<file path="src/rtl/flag_gen_pkg.sv">
// Shared encodings for the condition-flag path: ALU op classes, the flag
// FSM state encoding, and the branch evaluator's condition codes.
package flag_gen_pkg;

  // ALU operation classes as presented on op_class
  localparam logic [1:0] OP_ADD   = 2'b00;
  localparam logic [1:0] OP_SUB   = 2'b01;
  localparam logic [1:0] OP_LOGIC = 2'b10;
  localparam logic [1:0] OP_SHIFT = 2'b11;

  // Flag FSM: IDLE means N/V/Z are current, PEND means a multi-cycle op is outstanding
  localparam logic [0:0] ST_IDLE = 1'b0;
  localparam logic [0:0] ST_PEND = 1'b1;

  // Condition codes consumed by the branch evaluator
  typedef enum logic [2:0] {
    CC_EQ = 3'd0,  // Z
    CC_NE = 3'd1,  // !Z
    CC_MI = 3'd2,  // N
    CC_PL = 3'd3,  // !N
    CC_VS = 3'd4,  // V
    CC_VC = 3'd5,  // !V
    CC_LT = 3'd6,  // N != V
    CC_GE = 3'd7   // N == V
  } cond_t;

  // Evaluate a condition code against a flag set
  function automatic logic cond_true(cond_t cc, logic n, logic v, logic z);
    case (cc)
      CC_EQ:   return z;
      CC_NE:   return !z;
      CC_MI:   return n;
      CC_PL:   return !n;
      CC_VS:   return v;
      CC_VC:   return !v;
      CC_LT:   return n != v;
      default: return n == v;
    endcase
  endfunction

  // True for op classes that write N and V as well as Z
  function automatic logic writes_nv(logic [1:0] op_class);
    return (op_class == OP_ADD) || (op_class == OP_SUB);
  endfunction

endpackage

</file>
<file path="src/rtl/flag_gen_calc.sv">
// Combinational next-flag computation from an ALU result and operand signs.
module flag_calc
  import flag_gen_pkg::*;
#(
  parameter int WIDTH = 16
) (
  input  logic [WIDTH-1:0] result,
  input  logic             a_msb,
  input  logic             b_msb,
  input  logic [1:0]       op_class,
  output logic             n_next,
  output logic             v_next,
  output logic             z_next,
  output logic             nv_wr
);

  // Derive N/V/Z and whether this op class is allowed to touch N and V
  always_comb begin
    // NOTE: every output gets a default first so no path leaves a latch.
    v_next = 1'b0;
    n_next = result[WIDTH-1];
    z_next = (result == '0);
    nv_wr  = writes_nv(op_class);
    case (op_class)
      OP_ADD:  v_next = (a_msb == b_msb) && (result[WIDTH-1] != a_msb);
      OP_SUB:  v_next = (a_msb != b_msb) && (result[WIDTH-1] != a_msb);
      default: v_next = 1'b0;
    endcase
  end

endmodule

</file>
<file path="src/rtl/flag_gen.sv">
// Condition-flag register with a two-state FSM tracking outstanding
// multi-cycle ADD/SUB ops; flags_valid is high when no such op is pending.
module flag_gen
  import flag_gen_pkg::*;
#(
  parameter int WIDTH = 16
) (
  input  logic             clk,
  input  logic             rst_n,
  input  logic             upd_en,
  input  logic [1:0]       op_class,
  input  logic [WIDTH-1:0] result,
  input  logic             a_msb,
  input  logic             b_msb,
  input  logic             mc_issue,
  input  logic             mc_done,
  input  logic             stall,
  input  logic             flush,
  output logic             N,
  output logic             V,
  output logic             Z,
  output logic             flags_valid
);

  logic [0:0] state_q, state_d;
  logic       flag_wr;
  logic       n_next, v_next, z_next, nv_wr;

  flag_calc #(.WIDTH(WIDTH)) u_calc (
    .result   (result),
    .a_msb    (a_msb),
    .b_msb    (b_msb),
    .op_class (op_class),
    .n_next   (n_next),
    .v_next   (v_next),
    .z_next   (z_next),
    .nv_wr    (nv_wr)
  );

  // Next state and flag-write strobe; flush beats stall, stall beats everything else
  always_comb begin
    state_d = state_q;
    flag_wr = 1'b0;
    if (flush) begin
      state_d = ST_IDLE;
    end else if (!stall) begin
      case (state_q)
        ST_IDLE: begin
          if (mc_issue)    state_d = ST_PEND;  // concurrent upd_en is dropped
          else if (upd_en) flag_wr = 1'b1;
        end
        default: begin
          if (mc_done) begin
            flag_wr = 1'b1;
            state_d = ST_IDLE;
          end
        end
      endcase
    end
  end

  // State and flag registers; reset abandons any pending multi-cycle op
  always_ff @(posedge clk or negedge rst_n) begin
    if (!rst_n) begin
      state_q <= ST_IDLE;
      N       <= 1'b0;
      V       <= 1'b0;
      Z       <= 1'b0;
    end else begin
      // NOTE: non-blocking assignments so every register samples pre-edge values.
      state_q <= state_d;
      if (flag_wr) begin
        Z <= z_next;
        if (nv_wr) begin
          N <= n_next;
          V <= v_next;
        end
      end
    end
  end

  // Pure decode of the state register
  assign flags_valid = (state_q == ST_IDLE);

endmodule

</file>
<file path="config.mk">
export PLATFORM = sky130hd
export DESIGN_NAME = flag_gen
export DESIGN_NICKNAME = d
export VERILOG_FILES = /design/src/rtl/flag_gen_pkg.sv /design/src/rtl/flag_gen_calc.sv /design/src/rtl/flag_gen.sv
export SDC_FILE = /design/constraint.sdc
export NUM_CORES = 1
export LEC_CHECK = 0
export CAP_MARGIN = 15
export CORE_AREA = 3 3 40 42
export CTS_CLUSTER_DIAMETER = 200
export DETAILED_ROUTE_END_ITERATION = 12
export DIE_AREA = 0 0 43 45
export GPL_ROUTABILITY_DRIVEN = 0
export SLEW_MARGIN = 15
export SYNTH_ARGS = -nofsm -noshare
export SYNTH_HDL_FRONTEND = slang
export SYNTH_SLANG_ARGS = --single-unit
</file>
<file path="constraint.sdc">
create_clock -name clk -period 1.6 [get_ports clk]
set_clock_uncertainty 0.2 [all_clocks]
set_input_delay 0.32 -clock clk [delete_from_list [all_inputs] [get_ports clk]]
set_output_delay 0.32 -clock clk [all_outputs]
set_load 0.01 [all_outputs]
</file>
==> flow_metrics.py <==
metrics = {
    "routing": {
        "drc_errors": 0,
        "drtPass1Iterations": 1,
        "vias": 350,
        "drtIter0Drc": 0,
        "wl_per_cell_um": 9.80,
        "viasPerCell": 4.38,
        "drt-total-wl_um": 784,
        "antenna_left": 0,
    },
    "sta": {
        "period_minus_slack_ps": 1490,
        "period_share_pct": 93.4,
        "rsz0062_at_grt": "no",
        "max_slew_margin_pct": 83.1,
        "setup_violations": 0,
        "slew_violations": 0,
        "hold-worst-slack_ps": 87.2,
        "fmax_mhz": 669,
        "finalHoldViolations": 0,
        "tightest_slew_ps": 251,
    },
    "cells_and_area": {
        "drive_above_1_share_pct": 15.4,
        "postLayoutCoreUtil_pct": 49.7,
        "antenna_cells": 0,
        "nNetsFinal": 94,
        "syn2layout_area_growth_pct": 129,
    },
    "power": {
        "p_per_area_nw_per_um2": 609,
        "leakagePower_nw": 0.271,
        "vdd_drop_max_v": 0.000295,
        "p_sw_uw": 92.1,
        "power_frac_clock_pct": 31.9,
        "power_frac_comb_pct": 35.6,
        "p_int_uw": 296,
        "p_seq_share_pct": 32.4,
        "switching_share_pct": 23.7,
    },
    "setup_path": {
        "worstPathMaxFanout": 2,
        "crit_type": "input port to register",
        "reg2reg_depth": 4,
        "cp-start-kind": "input port",
        "crit_arrival_ps": 1400,
        "r2r_slack_ps": 120,
        "end_kind": "register",
        "r2r_start": "state_q",
        "crit_required_ps": 1510,
        "timing.rr.end": "N",
    },
    "logic_synthesis": {
        "synth_warnings": 0,
        "avgSynthCellArea_um2": 9.62,
        "ys_types": 16,
        "yosysSeqAreaShare_pct": 35.9,
        "ys_ff_latch": 4,
        "syn_nets": 56,
        "synthCells": 29,
        "syn-cell-area_um2": 279,
    },
    "grt": {
        "grt_pass1_vias": 353,
        "grt_max_degree": 5,
        "grt_use_total_pct": 9.29,
        "grt_overflow_total": 0,
        "grt_pass1_wl_um": 1250,
        "antenna_found_initial": 0,
    },
    "cts": {
        "clk_latency_ps": 230,
        "holdBufCountCts": 0,
        "htree_levels": 1,
        "clk_pin_slew_ps": 40,
        "cts_root_buf": "clkbuf_4",
        "cts.path.max_buffers": 2,
        "cts_tree": "done",
        "cts.sink_count": 4,
        "cts-buffers-inserted": 3,
    },
    "flow_run": {
        "cap_violations": 0,
    },
    "floorplanning": {
        "die_height_um": 45,
        "io_pins": 31,
        "die_w_um": 43,
        "core-area_um2": 1280,
        "rows": 13,
        "initial_utilization_pct": 21.7,
        "dieArea_um2": 1940,
    },
    "hold_path": {
        "hold_class": "input port to asynchronous set/reset pin",
    },
    "run_status": {
        "status": "finished, final reports clean",
    },
    "placed_design": {
        "port-buffer-count": 30,
    },
}
## cell type report
| type | count | area [um2] |
|---|---|---|
| inverters | 3 | 11.3 |
| clock buffers | 3 | 22.5 |
| repair buffers | 33 | 318 |
| flip-flops and latches | 4 | 100 |
| well taps | 15 | 18.8 |
| fillers | 133 | 647 |
| multi-input cells | 22 | 168 |
## per-stage QoR
| step | total power [mW] | TNS (ps) | cells | worst slack [ps] | instance area, um2 |
|---|---|---|---|---|---|
| after detailed placement | 0.278 | -311 | 76 | -151 | 613 |
| after global routing | 0.421 | 0 | 80 | 74.7 | 638 |
| after CTS | 0.399 | 0 | 80 | 94.1 | 638 |
| after global placement | 0.276 | -243 | 76 | -122 | 613 |
| final | 0.388 | 0 | 80 | 106 | 638 |
| after floorplan | 0.165 | 0 | 29 | 244 | 279 |
## worst max path at each step
stage	to	from	slack, ps	depth (start not counted)
after global routing	N	state_q	70	4
after global placement	N	mc_issue	-120	4
after CTS	N	mc_issue	90	4
final	N	mc_issue	110	4
after floorplan	N	state_q	240	3
after detailed placement	N	mc_issue	-150	4
## registers in the layout, summed over array words and instances (netlist names)
signal,cells
N,1
state_q,1
Z,1
V,1
## kinds of logic (layout without fill, tap and decap cells)
| kind of cell | after synthesis | in the layout | synth area share, % |
|---|---|---|---|
| buf+inv | 3 | 39 | 4.04 |
| mux | 4 | 4 | 15.2 |
| compound gates | 4 | 4 | 8.52 |
| simple gates | 13 | 13 | 33.2 |
| flops | 4 | 4 | 35.9 |
| xor+xnor | 1 | 1 | 3.14 |
## power groups by stage
stage	logic [mW]	clock network, mW	registers, mW
after floorplan	0.0301	0	0.134
after global placement	0.147	0	0.130
after detailed placement	0.148	0	0.130
after CTS	0.141	0.131	0.127
after global routing	0.149	0.144	0.128
final	0.138	0.124	0.126
## routing by layer
layer | up-vias | track usage, % | part of all wire (%)
li1 | 177 | - | -
met1 | 147 | 9.29 | 40
met2 | 24 | 14.4 | 43
met3 | 2 | 3.98 | 16
met4 | 0 | 9.04 | 1.3
met5 | - | 0 | 0
## critical path, stage by stage
cell	delay [ps]
clkdlybuf4s50_1	430
nor3b_2	250
o21ai_2	90
mux2_1	310
## Yosys cell counts
cell type  number  area [um2]
dfrtp_1         4         100
nor4_1          4        25.0
inv_1           3        11.3
mux2_1          2        22.5
mux2i_1         2        20.0
nand2b_1        2        12.5
nor2_1          2        7.51
o21ai_0         2        10.0
a21oi_1         1        5.00
and2_4          1        8.76
nand2_1         1        3.75
nand4_1         1        6.26
nor3_4          1        16.3
nor3b_2         1        12.5
o21ai_2         1        8.76
xnor2_1         1        8.76
## layout by cell type, fill, tap and decap left out
cell type	instances
mux2_1	2
mux2i_1	2
nor2_1	2
nand4_1	1
a21oi_1	1
o21ai_2	1
clkdlybuf4s50_1	26
nor3b_2	1
nand2b_1	2
xnor2_1	1
o21ai_0	2
dfrtp_1	4
clkbuf_4	3
nor3_4	1
and2_4	1
buf_4	3
nor4_1	4
nand2_1	1
dlygate4sd2_1	4
inv_1	3
## timing repair
action / 4_1_cts / 5_1_grt
buffers inserted: 1 / 0
resized for setup: 4 / 0
setup endpoints to repair: 4 / 0
Note: power is estimated with default switching activity, not from simulation.
==> variant (same settings) <==
`WIDTH` is set to 16 in 2 places; all go to 14.
--- a/src/rtl/flag_gen_calc.sv
+++ b/src/rtl/flag_gen_calc.sv
@@ -4,3 +4,3 @@
 #(
-  parameter int WIDTH = 16
+  parameter int WIDTH = 14
 ) (
--- a/src/rtl/flag_gen.sv
+++ b/src/rtl/flag_gen.sv
@@ -5,3 +5,3 @@
 #(
-  parameter int WIDTH = 16
+  parameter int WIDTH = 14
 ) (
Interface: changed (resized result); port bits go from 31 to 29. The function was not compared with the original's and may differ.
==> variant against the original RTL <==
Sequential cell count unchanged. Global-route usage fell by 0.33 points. Wire length shrank 8.9%. Worst setup slack improved by 0.014 ns. Via count down 2.9%. Total power down 3.0%. Area after synthesis shrank 0.90%. Sequential share of layout area rose by 0.57 points. Final area shrank 3.5%. Critical path type unchanged. Critical endpoint unchanged. Largest power group unchanged.
==> variant: results (changes against the original RTL) <==
| Metric | Value |
|---|---|
| Seq/Total Area, Yosys | 36.2% (was 35.9%) |
| Biggest area contributors in the synthesized netlist | sky130_fd_sc_hd__dfrtp_1 36%, sky130_fd_sc_hd__mux2_1 8.1%, sky130_fd_sc_hd__mux2i_1 7.2% (was sky130_fd_sc_hd__dfrtp_1 36%, sky130_fd_sc_hd__nor4_1 9.0%, sky130_fd_sc_hd__mux2_1 8.1%) |
| Total Nets Final | 90 (was 94) |
| Leakage power | 0.000265 uW (was 0.000271 uW) |
| Status | finished, final reports clean (unchanged) |
| Post-Synthesis Net Count | 54 (was 56) |
| Xor/xnor cell area share of the yosys netlist | 3.17% (was 3.14%) |
| Worst max-slew margin expressed relative to the limit | 82.9% (was 83.1%) |
| Hold slack | 0.0947 ns (was 0.0872 ns) |
| Post-Place Cell Area | 591 um^2 (was 613 um^2) |
| Detailed Route WL | 714 um (was 784 um) |
| Iteration-0 DRC count of the detailed router | 2 (was 0) |
| IR drop worst, VDD | 352 uV (was 295 uV) |
| Placed Cells | 74 (was 76) |
| Router iterations before antenna repair | 4 (was 1) |
| Buffers on Ports | 28 (was 30) |
| Fraction of the mapped netlist area in compound gates | 8.60% (was 8.52%) |
| Share of final-layout standard cells stronger than drive strength 1 | 15.9% (was 15.4%) |
| Total routing resource utilization after global routing | 8.95% (was 9.29%) |
| Clock transition time at the flip-flop clock pins of the worst setup and hold paths | 0.03 ns |
| Top post-synthesis cells by count | 4 x sky130_fd_sc_hd__dfrtp_1, 3 x sky130_fd_sc_hd__inv_1, 3 x sky130_fd_sc_hd__nor2_1, 3 x sky130_fd_sc_hd__nor4_1 (was 4 x sky130_fd_sc_hd__dfrtp_1, 4 x sky130_fd_sc_hd__nor4_1, 3 x sky130_fd_sc_hd__inv_1) |
| Post-Syn Area per Cell | 9.54 um^2 (was 9.62 um^2) |
| Clock share of power | 31.2% (was 31.9%) |
| Post-route insts no fill | 78 (was 80) |
| Fraction of synthesized area in multiplexers | 15.4% (was 15.2%) |
variant: per-stage QoR:
step           setup WS (ns)  total power [uW]
6_report               0.120               377
4_1_cts                0.106               387
5_1_grt               0.0665               414
3_3_place_gp          -0.123               272
2_1_floorplan          0.244               165
3_5_place_dp          -0.137               273
variant: worst min-delay path by stage:
stage	startpoint	endpoint	cells after the start
6_report	rst_n	state_q$_DFFE_PN0P_	1
5_1_grt	rst_n	V$_DFFE_PN0P_	1
4_1_cts	rst_n	state_q$_DFFE_PN0P_	1
3_5_place_dp	V$_DFFE_PN0P_	V$_DFFE_PN0P_	1
3_3_place_gp	N$_DFFE_PN0P_	N$_DFFE_PN0P_	1
2_1_floorplan	rst_n	N$_DFFE_PN0P_	0
variant: critical path: stages:
cell and delay, ns:
sky130_fd_sc_hd__clkdlybuf4s50_1 0.43, sky130_fd_sc_hd__nor3b_2 0.24, sky130_fd_sc_hd__o21ai_2 0.09, sky130_fd_sc_hd__mux2_1 0.31
variant: cell type report:
class	instances	area (um^2)
repair buffers	31	298
clock buffers	3	22.5
well taps	15	18.8
inverters	3	11.3
flip-flops and latches	4	100
fillers	136	669
multi-input cells	22	165
variant: per-layer routing:
metal / up-vias / GRT usage [%] / part of all wire [%]
li1: 174 / - / -
met1: 141 / 10.0 / 41
met2: 25 / 13.2 / 43
met3: 0 / 6.37 / 15
met4: 0 / 3.61 / 0
met5: - / 0 / 0
variant: kinds of logic (layout without fill, tap and decap cells):
family          Yosys count  count (layout)
compound gates            4               4
xor+xnor                  1               1
buf+inv                   3              37
flops                     4               4
mux                       4               4
simple gates             13              13
variant: power by group through the flow:
stage / logic [uW] / registers [uW] / clock network [uW]
after floorplan: 30.2 / 134 / 0
after global placement: 143 / 130 / 0
after detailed placement: 144 / 129 / 0
after CTS: 136 / 127 / 124
after global routing: 145 / 128 / 140
final: 133 / 126 / 118
variant: what timing repair did:
item,in CTS,in global routing
setup buffers,1,0
hold buffers,0,0
resized for setup,4,0
endpoints found under the hold margin,0,0
endpoints found under the setup margin,4,0
